## config.mk

```make
export PLATFORM = sky130hd
export DESIGN_NAME = tally_bcd_converter_flat
export DESIGN_NICKNAME = d
export VERILOG_FILES = /design/src/rtl/tally_bcd_converter_if.sv /design/src/rtl/tally_bcd_converter.sv /design/src/flat_wrapper.sv
export SDC_FILE = /design/constraint.sdc
export NUM_CORES = 1
export LEC_CHECK = 0
export BUFFER_PORTS_ARGS = -buffer_cell sky130_fd_sc_hd__buf_2
export CAP_MARGIN = 20
export CORE_AREA = 2 2 103 105
export DETAILED_ROUTE_END_ITERATION = 10
export DIE_AREA = 0 0 105 107
export GPL_ROUTABILITY_DRIVEN = 1
export GPL_TIMING_DRIVEN = 1
export PLACE_DENSITY = 0.69
export SYNTH_ARGS = -nofsm -noshare
export SYNTH_HDL_FRONTEND = slang
export SYNTH_SLANG_ARGS = --single-unit
```

## constraint.sdc

```tcl
create_clock -name clk -period 2.9 [get_ports clk]
set_input_delay 0.725 -clock clk [delete_from_list [all_inputs] [get_ports clk]]
set_output_delay 0.725 -clock clk [all_outputs]
set_load 0.01 [all_outputs]
```

## src/rtl/tally_bcd_converter_if.sv

```systemverilog
// Tally selection inputs and BCD display outputs of tally_bcd_converter.
// master = vote counter / display side, slave = converter.
interface tally_bcd_converter_if;
  logic       BJP_FIG;
  logic       CONG_FIG;
  logic       NOTA_FIG;
  logic [9:0] BJP_COUNT;
  logic [9:0] CONG_COUNT;
  logic [9:0] NOTA_COUNT;
  logic [3:0] ones;
  logic [3:0] tens;
  logic [3:0] hundreds;
  logic [3:0] thousands;
  logic       busy;
  logic       update;

  modport master (
    output BJP_FIG, CONG_FIG, NOTA_FIG, BJP_COUNT, CONG_COUNT, NOTA_COUNT,
    input  ones, tens, hundreds, thousands, busy, update
  );

  modport slave (
    input  BJP_FIG, CONG_FIG, NOTA_FIG, BJP_COUNT, CONG_COUNT, NOTA_COUNT,
    output ones, tens, hundreds, thousands, busy, update
  );
endinterface

```

## src/rtl/tally_bcd_converter.sv

```systemverilog
// Selects a vote tally and converts it to four BCD digits by double-dabble.
// Define TALLY_TOTAL_EN to show the sum of all tallies when no FIG is asserted.
module tally_bcd_converter (
  input  logic                  clk,
  input  logic                  reset,
  tally_bcd_converter_if.slave  bus
);

  localparam logic [1:0] IDLE  = 2'd0;
  localparam logic [1:0] SHIFT = 2'd1;
  localparam logic [1:0] DONE  = 2'd2;

  logic [1:0]  state_q, state_d;
  logic [11:0] operand;
  logic [11:0] src_q, src_d;
  logic [11:0] shreg_q, shreg_d;
  logic [11:0] last_q, last_d;
  logic [15:0] bcd_q, bcd_d;
  logic [3:0]  step_q, step_d;
  logic [15:0] digits_q, digits_d;
  logic        busy_q, busy_d;
  logic        upd_q, upd_d;
  logic [27:0] shifted;

  function automatic logic [15:0] add3(input logic [15:0] b);
    logic [15:0] r;
    r = b;
    for (int unsigned i = 0; i < 4; i++) begin
      if (b[4*i +: 4] >= 4'd5) r[4*i +: 4] = b[4*i +: 4] + 4'd3;
    end
    return r;
  endfunction

  always_comb begin
    if (bus.BJP_FIG)       operand = {2'b00, bus.BJP_COUNT};
    else if (bus.CONG_FIG) operand = {2'b00, bus.CONG_COUNT};
    else if (bus.NOTA_FIG) operand = {2'b00, bus.NOTA_COUNT};
    else begin
`ifdef TALLY_TOTAL_EN
      operand = 12'(bus.BJP_COUNT) + 12'(bus.CONG_COUNT) + 12'(bus.NOTA_COUNT);
`else
      operand = '0;
`endif
    end
  end

  always_comb begin
    state_d  = state_q;
    src_d    = src_q;
    shreg_d  = shreg_q;
    last_d   = last_q;
    bcd_d    = bcd_q;
    step_d   = step_q;
    digits_d = digits_q;
    busy_d   = busy_q;
    upd_d    = 1'b0;
    shifted  = {add3(bcd_q), shreg_q} << 1;
    case (state_q)
      IDLE: begin
        if (operand != last_q) begin
          src_d   = operand;
          shreg_d = operand;
          bcd_d   = '0;
          step_d  = '0;
          busy_d  = 1'b1;
          state_d = SHIFT;
        end
      end
      SHIFT: begin
        {bcd_d, shreg_d} = shifted;
        step_d = step_q + 4'd1;
        if (step_q == 4'd11) state_d = DONE;
      end
      DONE: begin
        // src_q keeps the pre-shift operand; shreg_q has been shifted out by now.
        digits_d = bcd_q;
        last_d   = src_q;
        upd_d    = 1'b1;
        busy_d   = 1'b0;
        state_d  = IDLE;
      end
      default: state_d = IDLE;
    endcase
  end

  always_ff @(posedge clk or posedge reset) begin
    if (reset) begin
      state_q  <= IDLE;
      src_q    <= '0;
      shreg_q  <= '0;
      last_q   <= '0;
      bcd_q    <= '0;
      step_q   <= '0;
      digits_q <= '0;
      busy_q   <= 1'b0;
      upd_q    <= 1'b0;
    end else begin
      state_q  <= state_d;
      src_q    <= src_d;
      shreg_q  <= shreg_d;
      last_q   <= last_d;
      bcd_q    <= bcd_d;
      step_q   <= step_d;
      digits_q <= digits_d;
      busy_q   <= busy_d;
      upd_q    <= upd_d;
    end
  end

  assign bus.ones      = digits_q[3:0];
  assign bus.tens      = digits_q[7:4];
  assign bus.hundreds  = digits_q[11:8];
  assign bus.thousands = digits_q[15:12];
  assign bus.busy      = busy_q;
  assign bus.update    = upd_q;

endmodule
```

## src/flat_wrapper.sv

```systemverilog
// flat-port wrapper written by rule: the top's interface ports become plain ports
module tally_bcd_converter_flat 
  (clk, reset, bus_BJP_FIG, bus_CONG_FIG, bus_NOTA_FIG, bus_BJP_COUNT, bus_CONG_COUNT, bus_NOTA_COUNT, bus_ones, bus_tens, bus_hundreds, bus_thousands, bus_busy, bus_update);
  tally_bcd_converter_if bus_i ();
  input  logic clk;
  input  logic reset;
  input wire logic [$bits(bus_i.BJP_FIG)-1:0] bus_BJP_FIG;
  input wire logic [$bits(bus_i.CONG_FIG)-1:0] bus_CONG_FIG;
  input wire logic [$bits(bus_i.NOTA_FIG)-1:0] bus_NOTA_FIG;
  input wire logic [$bits(bus_i.BJP_COUNT)-1:0] bus_BJP_COUNT;
  input wire logic [$bits(bus_i.CONG_COUNT)-1:0] bus_CONG_COUNT;
  input wire logic [$bits(bus_i.NOTA_COUNT)-1:0] bus_NOTA_COUNT;
  output wire logic [$bits(bus_i.ones)-1:0] bus_ones;
  output wire logic [$bits(bus_i.tens)-1:0] bus_tens;
  output wire logic [$bits(bus_i.hundreds)-1:0] bus_hundreds;
  output wire logic [$bits(bus_i.thousands)-1:0] bus_thousands;
  output wire logic [$bits(bus_i.busy)-1:0] bus_busy;
  output wire logic [$bits(bus_i.update)-1:0] bus_update;
  assign bus_i.BJP_FIG = bus_BJP_FIG;
  assign bus_i.CONG_FIG = bus_CONG_FIG;
  assign bus_i.NOTA_FIG = bus_NOTA_FIG;
  assign bus_i.BJP_COUNT = bus_BJP_COUNT;
  assign bus_i.CONG_COUNT = bus_CONG_COUNT;
  assign bus_i.NOTA_COUNT = bus_NOTA_COUNT;
  assign bus_ones = bus_i.ones;
  assign bus_tens = bus_i.tens;
  assign bus_hundreds = bus_i.hundreds;
  assign bus_thousands = bus_i.thousands;
  assign bus_busy = bus_i.busy;
  assign bus_update = bus_i.update;
  tally_bcd_converter u_core (.clk(clk), .reset(reset), .bus(bus_i));
endmodule
```

==> results_dict.tcl <==
set metrics [dict create \
    diodes 0 \
    grt_max_degree 41 \
    cp-start-kind "input pin" \
    nNetsFinal 494 \
    num_vias 3040 \
    clk_latency_ns 0.35 \
    power_mw 4.25 \
    crit_fanout 26 \
    hold_viol 0 \
    die-area_mm2 0.0112 \
    synthTopCellsByCount "dfrtp_1 (72), inv_1 (42), nand2_1 (27)" \
    async_flop_share 1.00 \
    p_per_area_mw_per_mm2 913 \
    yosys_warnings 0 \
    syn_area_per_cell_um2 10.1 \
    cp.arrival_ns 2.84 \
    synth_compound_area_frac 0.194 \
    grtUsageTotal 0.162 \
    dpl.hpwl_um 6280 \
    io-pin-count 53 \
    final_cell_area_mm2 0.00465 \
    cts.clk_slew.worst_paths_ns 0.07 \
    cts.sinks 72 \
    maxCapViolCount 0 \
    synth_top_family_by_area "compound AO/OA/AOI/OAI gates" \
    drt_iter0_drc 182 \
    cts_max_level 3 \
    slew_headroom 0.434 \
    die_w_um 105 \
    initial_core_util 0.393 \
    syn_area_mm2 0.00396 \
    synthMuxAreaShare 0.111 \
    core_area_mm2 0.0101 \
    synthXorXnorAreaFrac 0.0287 \
    yosysTopAreaCell "dfrtp_1" \
    wire_per_inst_um 14.6 \
    synth_cells 393 \
    io_buffer_count 52 \
    reg2reg_depth 7 \
    synth_most_common_cell "dfrtp_1" \
    skew_ns 0.0106 \
    max_freq_ghz 0.381 \
    cts_buffers 9 \
    synth-edff-count 0 \
    grt_pass1_wl_um 14700 \
    maxSlewViolCount 0 \
    dp_cells 575 \
    placed_cell_area_mm2 0.00443 \
    clockRootBuffer "clkbuf_8" \
    synth_cell_type_count 50 \
    drc 0 \
    status "completed" \
    seq_area_frac_synth 0.455 \
    routabilityCongestion 0.903 \
    synth_simple_gate_area_frac 0.111 \
    synth_top_area_share 0.455 \
    wl_um 8610 \
    fin_util 0.461 \
    crit_type "input pin to register" \
    num_rows 37 \
    syn-num-nets 437 \
    p_leak_nw 2.26 \
    tns_ns 0 \
    hp-class "input pin to asynchronous set/reset pin" \
    crit_required_ns 3.11 \
    drtPass1Iterations 4 \
    netlist_top_cells_area "dfrtp_1 (45%), mux2_2 (6.0%), mux2i_1 (4.5%), inv_1 (4.0%), ha_1 (2.8%)" \
    setup_viol 0 \
    regArea_mm2 0.00180 \
    fill_cells 999 \
    grt_pass1_vias 3040 \
    post_cts_buffers 0 \
    via_per_inst 5.15 \
    final_cells 590 \
    ys_ff_latch 72 \
    ant_nets 0 \
    drive_gt1_frac 0.251 \
    rsz0062_at_grt "no" \
    place_ws_ns -0.137 \
    finalHoldWorstSlack_ns 0.479 \
    synthAdderAreaFrac 0.0284 \
    grt_antenna_before_repair 0 \
    cts_tree "done" \
    syn_to_final_growth_pct 17.4 \
    die_h_um 107 \
    worst_pin_slew_ns 0.849 \
    fin_crit_ns 2.63 \
    synth_top_flop_cell "dfrtp_1" \
    endpoint_kind "register" \
    multi_input_area_mm2 0.00188 \
    setup_slack_ns 0.273 \
    irDropWorstVdd_mv 0.603 \
    period_share 0.906 \
    clock_path_buffers 2 \
    gr-total-overflow 0 \
]
report_power, final:
group	leakage [nW]	internal [mW]	switching [mW]	total [mW]
Clock	0.108	0.503	0.375	0.878
Sequential	0.934	1.39	0.331	1.72
Combinational	1.22	0.766	0.879	1.64
Total	2.26	2.66	1.58	4.25
worst max-delay path, cell delays in order:
cell and delay (ns):
buf_2 0.32, nand3b_4 0.22, mux2_1 0.32, a211oi_1 0.24, a41o_2 0.29, buf_4 0.20
a211o_1 0.36, o21ai_0 0.15
layer usage:
layer	GRT usage	part of all wire	routed length [um]	vias up
li1	-	-	-	1492
met1	0.214	0.48	4120	1463
met2	0.259	0.45	3870	70
met3	0.0389	0.051	437	15
met4	0.0648	0.021	182	0
met5	0	0	0	-
cell type report:
type,count,share of cell area
multi-input combinational,256,0.405
timing repair buffer,68,0.0898
clock buffer,10,0.0296
sequential,72,0.387
tap,136,0.0366
inverter,43,0.0347
clock inverter,5,0.0175
state kept, by name (all words and copies together) (netlist names):
| register | cells |
|---|---|
| u_core.shreg_q | 12 |
| u_core.bus.busy | 1 |
| u_core.src_q | 10 |
| u_core.step_q | 4 |
| u_core.last_q | 10 |
| u_core.state_q | 2 |
| u_core.bcd_q | 16 |
| u_core.digits_q | 16 |
| u_core.bus.update | 1 |
cells by family (layout without fill, tap and decap cells):
| kind of cell | Yosys count | in the layout |
|---|---|---|
| AOI/OAI and AO/OA | 115 | 115 |
| xor gates and xnor gates | 13 | 13 |
| adders and majority gates | 9 | 9 |
| buffers and inverters | 65 | 126 |
| DFF | 72 | 72 |
| muxes | 41 | 41 |
| and+or+nand+nor | 78 | 78 |
layout by cell type (no fill, tap or decap), types with 2 or more instances in the layout:
master	netlist	final
a211oi_1	3	3
a21boi_0	3	3
a21boi_1	6	6
a21oi_1	22	22
a22o_1	9	9
a41oi_1	10	10
and2_1	2	2
buf_12	0	3
buf_2	5	52
buf_4	2	13
bufinv_16	0	2
clkbuf_8	0	10
dfrtp_1	72	72
ha_1	9	9
inv_1	42	41
mux2_1	2	2
mux2_2	21	21
mux2i_1	18	18
nand2_1	27	27
nand2b_1	6	6
nand3_1	2	2
nand3b_1	7	7
nand3b_4	3	3
nor2_1	14	14
nor2b_1	8	7
nor3_1	2	2
nor4_1	2	2
o21ai_0	20	20
o21ai_1	16	16
o22ai_1	12	12
or3_1	3	3
xnor2_1	8	8
xor2_1	5	5
final timing paths:
kind	startpoint	to	slack, ns
max	bus_CONG_FIG	u_core.shreg_q[8]$_DFFE_PP0P_	0.27
min in group clk	u_core.src_q[4]$_DFFE_PP0P_	u_core.last_q[4]$_DFFE_PP0P_	0.48
max reg2reg	u_core.last_q[6]$_DFFE_PP0P_	u_core.shreg_q[8]$_DFFE_PP0P_	0.55
min reg2reg	u_core.src_q[4]$_DFFE_PP0P_	u_core.last_q[4]$_DFFE_PP0P_	0.48
min	reset	u_core.shreg_q[9]$_DFFE_PP0P_	0.48
max in group asynchronous	reset	u_core.shreg_q[11]$_DFFE_PP0P_	1.76
repair_timing:
action | in CTS | in global routing
setup endpoints to repair | 0 | 3
gates resized for setup | 0 | 1
hold buffers | 0 | 0
Power figures use the tool's default switching activity.
